<file path="config.mk">
export PLATFORM = sky130hd
export DESIGN_NAME = mips_ex_bjp_resolve
export DESIGN_NICKNAME = d
export VERILOG_FILES = /design/src/rtl/mips_ex_bjp_resolve_pkg.sv /design/src/rtl/mips_perf_sat_cnt.sv /design/src/rtl/mips_ex_bjp_resolve.sv
export SDC_FILE = /design/constraint.sdc
export NUM_CORES = 1
export LEC_CHECK = 0
export ABC_AREA = 1
export CAP_MARGIN = 20
export CORE_AREA = 2 2 146 134
export CTS_CLUSTER_SIZE = 30
export DETAILED_ROUTE_END_ITERATION = 8
export DIE_AREA = 0 0 148 136
export GPL_TIMING_DRIVEN = 0
export PLACE_DENSITY = 0.75
export SLEW_MARGIN = 20
export SYNTH_ARGS = -nofsm -noshare
export SYNTH_HDL_FRONTEND = slang
export SYNTH_SLANG_ARGS = --single-unit
export TNS_END_PERCENT = 10
</file>
<file path="constraint.sdc">
create_clock -name clk -period 3.4 [get_ports clk]
set_input_delay 0.68 -clock clk [delete_from_list [all_inputs] [get_ports clk]]
set_output_delay 0.68 -clock clk [all_outputs]
set_load 0.03 [all_outputs]
</file>
<file path="src/rtl/mips_ex_bjp_resolve_pkg.sv">
// Shared MIPS core widths and the decode-info bit positions of the
// conditional-branch (BJP) group consumed by the EX branch resolver.
package mips_ex_bjp_resolve_pkg;

  localparam int MIPS_ADDR_WIDTH = 32;
  localparam int MIPS_DATA_WIDTH = 32;

  // Positions of the conditional-branch decode bits inside DECINFO.
  localparam int DECINFO_BJP_BGEZ = 0;
  localparam int DECINFO_BJP_BLTZ = 1;
  localparam int DECINFO_BJP_BEQ  = 2;
  localparam int DECINFO_BJP_BNE  = 3;
  localparam int DECINFO_BJP_BLEZ = 4;
  localparam int DECINFO_BJP_BGTZ = 5;
  localparam int DECINFO_BJP_W    = 6;

  // The ex_bjp input of the resolver is the OR of the branch decode bits.
  function automatic logic decinfo_is_bjp(input logic [DECINFO_BJP_W-1:0] bjp_bits);
    return |bjp_bits;
  endfunction

endpackage

</file>
<file path="src/rtl/mips_perf_sat_cnt.sv">
// Saturating event counter: clear wins over increment, holds at all-ones.
module mips_perf_sat_cnt #(
  parameter int CNT_W = 32
) (
  input  logic             clk,
  input  logic             clr,
  input  logic             inc,
  output logic [CNT_W-1:0] sat
);

  // Count events; stop at the maximum value instead of wrapping.
  always_ff @(posedge clk) begin
    if (clr) begin
      sat <= '0;
    end else if (inc && (sat != '1)) begin
      sat <= sat + 1'b1;
    end
  end

endmodule

</file>
<file path="src/rtl/mips_ex_bjp_resolve.sv">
// EX-stage conditional branch resolver: turns a taken ALU compare into a
// registered PC redirect towards IF, kills the wrong-path IF/ID slots while
// the redirect is pending, and counts resolved/taken branches.
module mips_ex_bjp_resolve
  import mips_ex_bjp_resolve_pkg::*;
#(
  parameter int ADDR_W = MIPS_ADDR_WIDTH,
  parameter int DATA_W = MIPS_DATA_WIDTH,
  parameter int CNT_W  = 32
) (
  input  logic              clk,
  input  logic              rst,
  input  logic              ex_valid,
  input  logic              ex_bjp,
  input  logic              bjp_cmp_res,
  input  logic [DATA_W-1:0] bjp_imm,
  input  logic [ADDR_W-1:0] bjp_pc_incr,
  output logic              redirect_valid,
  output logic [ADDR_W-1:0] redirect_pc,
  input  logic              redirect_ready,
  output logic              ifid_flush,
  output logic              if_hold,
  input  logic              perf_clr,
  output logic [CNT_W-1:0]  perf_br_cnt,
  output logic [CNT_W-1:0]  perf_tkn_cnt
);

  typedef enum logic {
    S_IDLE = 1'b0,
    S_WAIT = 1'b1
  } state_t;

  state_t              state;
  logic                resolve;
  logic                taken;
  logic signed [DATA_W-1:0] imm_s;
  logic [ADDR_W-1:0]   offset;
  logic [ADDR_W-1:0]   target;
  logic                cnt_clr;

  // A branch is only honoured in IDLE; in WAIT the instruction in EX is
  // already on the flushed wrong path.
  assign resolve = ex_valid & ex_bjp & (state == S_IDLE);
  assign taken   = resolve & bjp_cmp_res;

  // Offset is in words; sign-extend (or truncate) to the PC width, then
  // scale to bytes. Carry out of the PC width is deliberately dropped.
  assign imm_s  = bjp_imm;
  assign offset = ADDR_W'(imm_s) << 2;
  assign target = bjp_pc_incr + offset;

  // Flush is combinational so the resolve cycle itself already kills ID.
  assign ifid_flush = ~rst & (taken | (state == S_WAIT));

  // Redirect FSM: latch target on a taken branch, hold until IF accepts.
  always_ff @(posedge clk) begin
    if (rst) begin
      state          <= S_IDLE;
      redirect_valid <= 1'b0;
      redirect_pc    <= '0;
      if_hold        <= 1'b0;
    end else begin
      case (state)
        S_IDLE: begin
          if (taken) begin
            state          <= S_WAIT;
            redirect_valid <= 1'b1;
            if_hold        <= 1'b1;
            redirect_pc    <= target;
          end
        end
        S_WAIT: begin
          if (redirect_ready) begin
            state          <= S_IDLE;
            redirect_valid <= 1'b0;
            if_hold        <= 1'b0;
          end
        end
        default: begin
          state          <= S_IDLE;
          redirect_valid <= 1'b0;
          if_hold        <= 1'b0;
        end
      endcase
    end
  end

  // A branch reaching EX while a redirect is pending means the flush failed.
  assert property (@(posedge clk) disable iff (rst)
                   !((state == S_WAIT) && ex_valid && ex_bjp));

  // Reset clears the counters alongside the explicit software clear.
  assign cnt_clr = rst | perf_clr;

  mips_perf_sat_cnt #(.CNT_W(CNT_W)) u_br_cnt (
    .clk (clk),
    .clr (cnt_clr),
    .inc (resolve),
    .sat (perf_br_cnt)
  );

  mips_perf_sat_cnt #(.CNT_W(CNT_W)) u_tkn_cnt (
    .clk (clk),
    .clr (cnt_clr),
    .inc (taken),
    .sat (perf_tkn_cnt)
  );

endmodule

</file>
# Word-level counts from Yosys, hierarchy flattened
# Index checks and enable logic that the tools add are counted.
[word_totals] output_inout_bits=99 inputBits=71 elab_cells=30 register_bits=98
[classes] addsub=3 n_eq_ne=4 n_bitwise=8 reduce_logical=4 n_mux=6
[ops] operator="$add A32 B1 Y32 const B" count=2
[ops] operator="$ne A32 B32 Y1 const B" count=2
[ops] operator="$add A32 B32 Y32" count=1
[ops] operator="$and A1 B1 Y1" count=4
[ops] operator="$mux W1" count=4
[ops] operator="$ne A2 B2 Y1 const B" count=2
[ops] operator="$pmux W1 S2" count=2
[ops] operator="$reduce_and A2 Y1" count=2
[ops] operator="$logic_and A1 B1 Y1" count=2
[ops] operator="$not A1 Y1" count=2
[ops] operator="$or A1 B1 Y1" count=2

# Depth between registers and ports, before layout
# Gate-level depths: netlist of the first run.
[depth] word_depth=5 depth_mapped=14 ltp_nobuf=14

# Cells and area by module
# Synthesis of the first run repeated with hierarchy kept, for this count alone.
[unflattened] cells_unflattened=1252 area_unflattened_um2=7637.3
[by_module_without_submodules] module="mips_perf_sat_cnt" seq_area_each_um2=640.6 cells_per_inst=324 area_each_um2=2062.0 instances=2
[by_module_without_submodules] module="mips_ex_bjp_resolve" seq_area_each_um2=680.7 cells_per_inst=604 area_each_um2=3513.4 instances=1

# Worst setup path before layout of the first run
# Ideal clock, no wire load.
[synth_path] kind="input -> output" from="in ex_valid" to="out ifid_flush" path_slack_ns=0.998 arrival_time_ns=1.722 stages=7 required_time_ns=2.720 n_path_buf=1 path_cell_list="nand2_1 -> nor2_1 -> nand2_1 -> inv_2 -> buf_2 -> o21ai_0 -> inv_1"
[synth_between] elab_chain_cells=5
[synth_lines] element="start: declaration" line_no="mips_ex_bjp_resolve.sv:13" rtl="input logic ex_valid,"
[synth_lines] element="$and A1 B1 Y1 (2 in series)" line_no="mips_ex_bjp_resolve.sv:43" rtl="assign resolve = ex_valid & ex_bjp & (state == S_IDLE);"
[synth_lines] element="$and A1 B1 Y1" line_no="mips_ex_bjp_resolve.sv:44" rtl="assign taken = resolve & bjp_cmp_res;"
[synth_lines] element="$or A1 B1 Y1" line_no="mips_ex_bjp_resolve.sv:53" rtl="assign ifid_flush = ~rst & (taken | (state == S_WAIT));"
[synth_lines] element="$and A1 B1 Y1" line_no="mips_ex_bjp_resolve.sv:53"
[synth_lines] element="end: declaration" line_no="mips_ex_bjp_resolve.sv:21" rtl="output logic ifid_flush,"
# Every way passes these cells.

# Final worst setup path of the first run
# Same ends and word-level chain as after synthesis.

==> results.yml, run 1 <==
route:
  wl_per_cell_um: 14.0
  drc: 0
  wirelength_um: 23100
  drt_iter0_drc: 493
  routed_via_density: 4.96
  ant_nets: 0
  first_pass_iters: 6
  via_count: 8167
timing:
  worstMarginPinSlew_ns: 0.631
  fin_tns_setup_ns: 0
  skew_ns: 0.0116
  layout_min_cycle_time_ns: 3.21
  finalCritPeriodShare_pct: 94.3
  finalSetupViolations: 0
  fmax_mhz: 312
  fin_ws_ns: 0.193
  hold_viol: 0
  finalMaxSlewViolations: 0
  rsz0062_at_grt: "no"
  maxSlewHeadroom_pct: 57.8
  holdWs_ns: 0.469
cts:
  cts-buffers-inserted: 9
  clkTransAtPathRegs_ns: 0.06
  cts_tree: "built"
  root_buffer: "clkbuf_16"
  clock-sinks: 98
  htreeDepth: 3
  clock_path_buffers: 2
  clock_latency_ns: 0.35
worst_setup_path:
  arrival_ns: 2.53
  start_kind: "primary input"
  critPathKind: "in -> out"
  cp-end-kind: "output port"
  cp.required_ns: 2.72
  cp_max_fo: 17
power_and_ir_drop:
  p_int_mw: 2.09
  swShare_pct: 30.0
  vdd_drop_max_mv: 0.244
  power_mw: 2.98
  pwr-share-comb_pct: 22.0
  power_leakage_nw: 4.17
  p_per_area_nw_per_um2: 310
  clockPowerShare_pct: 38.2
  p_sw_mw: 0.893
  p_seq_share_pct: 39.8
synthesis:
  ys.flop_type: "dfxtp_1"
  ys.warnings.count: 0
  synth-edff-count: 0
  yosysTopAreaCell: "dfxtp_1"
  syn_area_per_cell_um2: 5.99
  ys_top_cells_by_area: "dfxtp_1, nand2_1, inv_1"
  synthArstFlopShare_pct: 0
  syn_nets: 1320
  synth.cell_area_um2: 7290
  synth_cells: 1217
  synth_top_area_share_pct: 26.9
  ys_seq_elements: 98
  synth.most_common_cell: "nand2_1"
  ys_types: 40
  ys_seq_area_share_pct: 26.9
  ys_top_cells_by_count: "nand2_1, inv_1, nor2_1, dfxtp_1, a21oi_1"
cells_and_area:
  final_core_util_pct: 51.3
  fin_area_um2: 9610
  area_growth_pct: 31.7
  drive_gt1_share_pct: 4.72
  final_cell_count_no_fill: 1648
  fillers: 1978
  antennaDiodeCount: 0
  layout.nets: 1496
floorplan:
  die_h_um: 136
  dieArea_um2: 20100
  core_um2: 18700
  start_util_pct: 38.9
  rows: 48
  ios: 170
  fp.dieW_um: 148
placement:
  dpl.cell_count: 1634
  port_buffers: 167
  place.gp.congestion: 0.971
  placed_area_um2: 9280
  dp_hpwl_um: 19000
  pre_cts_slack_ns: -0.616
grt:
  track_usage_pct: 22.9
  use_met2_pct: 36.7
  antenna_found_initial: 0
  met3_usage_pct: 4.97
  grt-ovfl-total: 0
  busiest_layer: "met2"
  grt_pass1_wl_um: 36800
  met1_usage_pct: 31.2
  grt_pass1_vias: 7372
  grt_max_degree: 18
flow_run:
  drv_cap: 0
hold_path:
  worstHoldPathType: "reg -> reg"
outcome:
  status: "complete, no violations"
cells by family (layout without fill, tap and decap cells):
| family | after synthesis | in the layout | share of synthesized area (%) |
|---|---|---|---|
| xor+xnor | 44 | 44 | 5.28 |
| simple gates | 690 | 690 | 39.2 |
| flops | 98 | 98 | 26.9 |
| fa+ha+maj | 32 | 32 | 5.59 |
| buf+inv | 209 | 390 | 11.4 |
| compound gates | 144 | 144 | 11.6 |
layout by cell type, fill, tap and decap left out, types with 15 or more instances in the layout:
master           count
clkdlybuf4s50_1    166
o21a_1              15
nand3_1             64
nand4_1             19
nor2_1             127
xor2_1              35
o21ai_0             31
inv_1              175
nand2_1            424
nor3_1              29
ha_1                31
a21oi_1             68
o21bai_1            15
dfxtp_1             98
final timing paths:
check                    from           endpoint  slack (ns)  cells past startpoint
max                  ex_valid         ifid_flush        0.19                      8
min            redirect_pc[1]     redirect_pc[1]        0.47                      2
max reg2reg  u_tkn_cnt.sat[0]  u_tkn_cnt.sat[24]        1.38                      9
min reg2reg    redirect_pc[1]     redirect_pc[1]        0.47                      2
what timing repair did:
item / 4_1_cts / 5_1_grt
hold buffers: 0 / 0
pin swaps: 0 / 0
endpoints found under the hold margin: 0 / 0
endpoints found under the setup margin: 1 / 1
resized for setup: 6 / 1
buffers inserted: 0 / 0
critical path, stage by stage:
cell             delay, ns
clkdlybuf4s50_1       0.45
nand2_1               0.12
nor2_4                0.19
nand2_2               0.16
inv_2                 0.31
o21ai_0               0.18
inv_1                 0.11
clkdlybuf4s15_2       0.30
flip-flops by register name, indices dropped and copies added, names as in the netlist:
signal and flops:
redirect_pc 32, u_br_cnt.sat 32, u_tkn_cnt.sat 32, if_hold 1, state 1
power by group through the flow:
| stage | sequential, mW | clock, mW | combinational [mW] |
|---|---|---|---|
| 2_1_floorplan | 1.25 | 0 | 0.361 |
| 3_3_place_gp | 1.21 | 0 | 0.642 |
| 3_5_place_dp | 1.21 | 0 | 0.650 |
| 4_1_cts | 1.19 | 1.16 | 0.654 |
| 5_1_grt | 1.19 | 1.20 | 0.729 |
| 6_report | 1.19 | 1.14 | 0.655 |
metal layers:
layer  routed length (um)  part of all wire (%)
met1                10800                    47
met5                    0                     0
met2                10300                    44
met3                 1550                   6.7
met4                  465                   2.0
layout make-up:
type | instances | area (um2) | area share (%)
buffer | 25 | 140 | 1.46
inverter | 182 | 686 | 7.14
timing repair buffer | 167 | 1670 | 17.4
clock inverter | 7 | 101 | 1.05
sequential | 98 | 1960 | 20.4
clock buffer | 9 | 225 | 2.34
multi-input combinational | 910 | 4510 | 46.9
tap | 250 | 313 | 3.26
No activity file was read; power rests on OpenSTA's default activity.
==> run 2: changes to the inputs <==
--- a/config.mk
+++ b/config.mk
@@ -7,14 +7,15 @@
 export LEC_CHECK = 0
 export ABC_AREA = 1
 export CAP_MARGIN = 20
-export CORE_AREA = 2 2 146 134
+export CORE_AREA = 2 2 149 137
 export CTS_CLUSTER_SIZE = 30
 export DETAILED_ROUTE_END_ITERATION = 8
-export DIE_AREA = 0 0 148 136
+export DIE_AREA = 0 0 151 139
 export GPL_TIMING_DRIVEN = 0
 export PLACE_DENSITY = 0.75
 export SLEW_MARGIN = 20
 export SYNTH_ARGS = -nofsm -noshare
 export SYNTH_HDL_FRONTEND = slang
+export SYNTH_HIERARCHICAL = 1
 export SYNTH_SLANG_ARGS = --single-unit
 export TNS_END_PERCENT = 10
==> run 2 against run 1 <==
Net effect:
- design area increased by 3.4%
- setup slack improved by 0.049 ns
- combinational power about the same
- critical endpoint is now u_tkn_cnt/sat[25]
- largest cell class unchanged
- largest power group unchanged
==> results.yml, run 2 <==
cells_and_area:
  antennaDiodeCount: 0
  layout_commonest_cell: "nand2_1"
  reg.largest.list: "redirect_pc (32), u_br_cnt/sat (32), u_tkn_cnt/sat (32)"
  fin_area_um2: 9940
  area_growth_pct: 30.1
  final_cell_count_no_fill: 1688
  layout.nets: 1531
  drive_gt1_share_pct: 9.63
  layout_common_cells: "nand2_1, nor2_1, inv_1"
  final_core_util_pct: 51.0
  fillers: 1998
timing:
  hold_viol: 0
  skew_ns: 0.0130
  layout_min_cycle_time_ns: 3.16
  rsz0062_at_grt: "no"
  finalSetupViolations: 0
  fin_ws_ns: 0.242
  finalMaxSlewViolations: 0
  maxSlewHeadroom_pct: 61.7
  finalCritPeriodShare_pct: 92.9
  fmax_mhz: 317
  fin_tns_setup_ns: 0
  holdWs_ns: 0.467
  worstMarginPinSlew_ns: 0.573
floorplan:
  ios: 170
  dieArea_um2: 21000
  start_util_pct: 39.2
  die_h_um: 139
  core_um2: 19500
  rows: 49
  fp.dieW_um: 151
synthesis:
  ys.warnings.count: 6
  ys_seq_elements: 98
  synth_cells: 1252
  synth-edff-count: 0
  ys_seq_area_share_pct: 25.7
  syn_nets: 1355
  synth.most_common_cell: "nand2_1"
  ys_types: 39
  yosysTopAreaCell: "dfxtp_1"
  synth.cell_area_um2: 7640
  ys_top_cells_by_count: "nand2_1, nor2_1, inv_1, dfxtp_1, nand3_1"
  synth_top_area_share_pct: 25.7
  syn_area_per_cell_um2: 6.10
  synthArstFlopShare_pct: 0
  ys_top_cells_by_area: "dfxtp_1, nand2_1, nor2_1"
  ys.flop_type: "dfxtp_1"
worst_setup_path:
  critPathKind: "in -> reg"
  start_kind: "primary input"
  rrSetupSlack_ns: 0.74
  slowest_delay_ns: 0.46
  cp_max_fo: 17
  arrival_ns: 3.40
  reg2reg_to: "u_tkn_cnt/sat[25]"
  slowest_stage: "clkdlybuf4s50_1"
  cp.required_ns: 3.64
  r2r-start: "state"
  cpMostUsedCell: "nand2_1"
  cp-end-kind: "flip-flop"
  reg2regPathDepth: 13
  crit_chain: "clkdlybuf4s50_1 > nand2_1 > nor2_4 > nand2_4 > inv_6 > buf_2 > inv_2 > nor2_1 > nand2_1 > inv_2 > nand2_1 > nor2_1 > nand3_1 > nand2_1 > nor2_1"
route:
  drt_iter0_drc: 475
  wirelength_um: 23700
  drc: 0
  via_count: 8382
  ant_nets: 0
  routed_via_density: 4.97
  first_pass_iters: 5
  wl_per_cell_um: 14.0
hold_path:
  hp-start: "redirect_pc[1]"
  hold_end: "redirect_pc[1]"
  hold_depth: 2
  worstHoldPathType: "reg -> reg"
grt:
  met3_usage_pct: 5.23
  grt_pass1_vias: 7496
  grt-ovfl-total: 0
  use_met2_pct: 35.3
  grt_max_degree: 20
  met1_usage_pct: 30.5
  antenna_found_initial: 0
  track_usage_pct: 22.2
  busiest_layer: "met2"
  grt_pass1_wl_um: 37400
placement:
  pre_cts_slack_ns: -0.622
  dp_hpwl_um: 18900
  dpl.cell_count: 1674
  place.gp.congestion: 0.955
  port_buffers: 167
  placed_area_um2: 9630
power_and_ir_drop:
  vdd_drop_max_mv: 0.223
  power_leakage_nw: 4.61
  power_mw: 2.88
  p_per_area_nw_per_um2: 289
cts:
  clkTransAtPathRegs_ns: 0.07
  clock-sinks: 98
  cts_tree: "built"
  cts_hold_buf: 0
  postCtsSetupRepairBufs: 0
  clock_path_buffers: 2
  cts-buffers-inserted: 9
  clock_latency_ns: 0.35
  htreeDepth: 3
  root_buffer: "clkbuf_16"
outcome:
  status: "complete, no violations"
flow_run:
  drv_cap: 0
-- run 2: cell count changes after synthesis, moves of 16 or more --
cell | before | now
nand2_1 | 425 | 380
nor2_2 | 2 | 19
o21ai_0 | 31 | 15
nand3_1 | 64 | 87
nand2_2 | 2 | 22
nand3_2 | 0 | 18
nor3_1 | 29 | 7
nor2_1 | 128 | 179
xor2_1 | 35 | 9
-- run 2: routing by layer --
metal  routed length [um]  share of wire (%)  vias to the layer above
li1                     -                  -                     4300
met1                10800                 46                     3744
met2                10700                 45                      313
met3                 1890                8.0                       25
met4                  325                1.4                        0
met5                    0                  0                        -
-- run 2: cell families (layout without fill, tap and decap cells) --
group / Yosys count / after routing / share of synthesized area, %
flip-flops: 98 / 98 / 25.7
buffers and inverters: 211 / 392 / 11.6
AO/OA/AOI/OAI: 130 / 130 / 10.1
AND/OR/NAND/NOR: 770 / 770 / 46.0
XOR/XNOR: 11 / 11 / 1.26
adder cells (fa/ha/maj): 32 / 32 / 5.34
-- run 2: report_power, final --
part	switching (mW)	internal [mW]
clock	0.460	0.572
sequential	0.0160	1.17
combinational	0.389	0.269
total	0.865	2.01
-- run 2: how the worst max path moves through the flow --
stage / startpoint / to
5_1_grt: ex_bjp / u_tkn_cnt/sat[25]
2_1_floorplan: ex_valid / ifid_flush
3_5_place_dp: ex_valid / ifid_flush
4_1_cts: ex_valid / ifid_flush
3_3_place_gp: ex_valid / ifid_flush
6_report: ex_bjp / u_tkn_cnt/sat[25]
-- run 2: timing repair --
action | in CTS | in global routing
setup endpoints to repair | 1 | 1
resized for setup | 6 | 2
endpoints found under the hold margin | 0 | 0
gates cloned | 0 | 0
-- run 2: layout make-up --
type                            instances  area, um2  area share, %
Multi-Input combinational cell        943       4800           48.3
Sequential cell                        98       1960           19.7
Timing Repair Buffer                  167       1680           16.9
Inverter                              185        699           7.04
Tap cell                              255        319           3.21
Clock buffer                           10        229           2.30
Buffer                                 24        185           1.86
Clock inverter                          6       66.3          0.667
-- run 2: critical path, delay by kind of cell --
family / cells / cell delay (ns)
buffers and inverters: 5 / 1.35
and+or+nand+nor: 10 / 1.34
==> run 3: changes to the inputs <==
--- a/config.mk
+++ b/config.mk
@@ -8,6 +8,8 @@
 export ABC_AREA = 1
 export CAP_MARGIN = 20
 export CORE_AREA = 2 2 149 137
+export CTS_BUF_LIST = sky130_fd_sc_hd__clkbuf_2
+export CTS_CLUSTER_DIAMETER = 50
 export CTS_CLUSTER_SIZE = 30
 export DETAILED_ROUTE_END_ITERATION = 8
 export DIE_AREA = 0 0 151 139
==> run 3 against run 2 <==
Net effect:
- design area shrank 1.8%
- via count grew 0.31%
- combinational power is essentially flat
- first-iteration DRC count shrank 2.7%
- routed wire length shrank 0.43%
- critical path depth shrank 7
- setup slack gained 0.16 ns
- fmax grew 5.4%
- register-to-register slack lost 0.06 ns
- critical path type is now in -> out
- highest routed layer unchanged
==> results.yml, run 3 (same netlist as run 2, synthesis figures left out) <==
floorplan:
  start_util_pct: 39.2
  ios: 170
  rows: 49
  die_h_um: 139
  dieArea_um2: 21000
  core_um2: 19500
  fp.dieW_um: 151
worst_setup_path:
  arrival_ns: 2.32
  critPathKind: "in -> out"
  cp_max_fo: 17
  reg2regPathDepth: 13
  reg2reg_to: "u_tkn_cnt/sat[25]"
  cp.required_ns: 2.72
  start_kind: "primary input"
  cp-end-kind: "output port"
  rrSetupSlack_ns: 0.68
  r2r-start: "state"
cells_and_area:
  reg.largest.list: "redirect_pc (32), u_br_cnt/sat (32), u_tkn_cnt/sat (32)"
  layout_common_cells: "nand2_1, nor2_1, inv_1"
  fin_area_um2: 9760
  antennaDiodeCount: 0
  drive_gt1_share_pct: 9.70
  layout_commonest_cell: "nand2_1"
  layout.nets: 1531
  area_growth_pct: 27.8
grt:
  grt_pass1_vias: 7500
  grt_pass1_wl_um: 37300
  grt-ovfl-total: 0
  antenna_found_initial: 0
  grt_max_degree: 20
  track_usage_pct: 22.2
cts:
  clock_path_buffers: 2
  clkTransAtPathRegs_ns: 0.30
  htreeDepth: 3
  root_buffer: "clkbuf_2"
  cts-buffers-inserted: 9
  clock-sinks: 98
  cts_tree: "built"
  clock_latency_ns: 0.64
route:
  drt_iter0_drc: 462
  ant_nets: 0
  via_count: 8408
  drc: 0
  wl_per_cell_um: 14.0
  wirelength_um: 23600
  first_pass_iters: 5
  routed_via_density: 4.98
placement:
  placed_area_um2: 9630
  dp_hpwl_um: 18900
  port_buffers: 167
  place.gp.congestion: 0.955
timing:
  finalMaxSlewViolations: 0
  hold_viol: 0
  rsz0062_at_grt: "no"
  finalCritPeriodShare_pct: 88.1
  maxSlewHeadroom_pct: 60.8
  fmax_mhz: 334
  fin_tns_setup_ns: 0
  finalSetupViolations: 0
  worstMarginPinSlew_ns: 0.585
  skew_ns: 0.0570
  layout_min_cycle_time_ns: 3.00
hold_path:
  hold_depth: 2
  worstHoldPathType: "in -> reg"
  hold_end: "redirect_pc[4]"
  hp-start: "rst"
flow_run:
  drv_cap: 0
power_and_ir_drop:
  vdd_drop_max_mv: 0.187
  p_per_area_nw_per_um2: 250
  power_leakage_nw: 4.54
  power_mw: 2.44
outcome:
  status: "complete, no violations"
run 3: cell counts in the layout (fill, tap and decap cells not counted):
Identical to the previous run, type by type.
run 3: timing repair:
| item | 4_1_cts | 5_1_grt |
|---|---|---|
| endpoints found under the setup margin | 1 | 1 |
| buffers inserted | 0 | 0 |
| hold buffers | 0 | 0 |
| resized for setup | 6 | 2 |
| hold endpoints to repair | 0 | 0 |
run 3: through the flow:
stage / setup slack [ns] / instances / util (%) / hold WS [ns]
floorplan: 1.04 / 1252 / - / 0.521
global placement: -0.565 / 1674 / 49.4 / 0.454
detailed placement: -0.622 / 1674 / 49.4 / 0.458
CTS: 0.0339 / 1688 / 50.0 / 0.487
global route: 0.307 / 1688 / 50.1 / 0.434
finish: 0.403 / 1688 / 50.1 / 0.472
run 3: how the worst max path moves through the flow:
stage	start	end	slack [ns]
6_report	ex_bjp	ifid_flush	0.40
4_1_cts	ex_valid	ifid_flush	0.03
2_1_floorplan	ex_valid	ifid_flush	1.04
3_5_place_dp	ex_valid	ifid_flush	-0.62
5_1_grt	ex_bjp	ifid_flush	0.31
3_3_place_gp	ex_valid	ifid_flush	-0.56
run 3: cell type report:
cell class	count	area [um2]
fillers	2017	9740
multi-input cells	943	4800
flip-flops and latches	98	1960
repair buffers	167	1680
inverters	185	699
well taps	255	319
plain buffers	24	185
clock inverters	6	66.3
clock buffers	10	50.0
run 3: report_power, final:
part,internal (mW),switching [mW]
sequential,1.17,0.0160
clock,0.173,0.416
combinational,0.269,0.390
total,1.62,0.822
run 3: critical path, cell delays in order:
cell and delay [ns]:
clkdlybuf4s50_1 0.46, nand2_1 0.08, nor2_4 0.23, nand2_4 0.19
inv_6 0.18, o21ai_0 0.13, inv_1 0.08, dlymetal6s2s_1 0.28
run 3: routing by layer:
layer	share of wire, %	global-route usage (%)	vias to the layer above
met2	45	35.2	306
li1	-	-	4300
met5	0	0	-
met4	1.6	4.82	0
met1	45	30.3	3774
met3	8.2	6.02	28
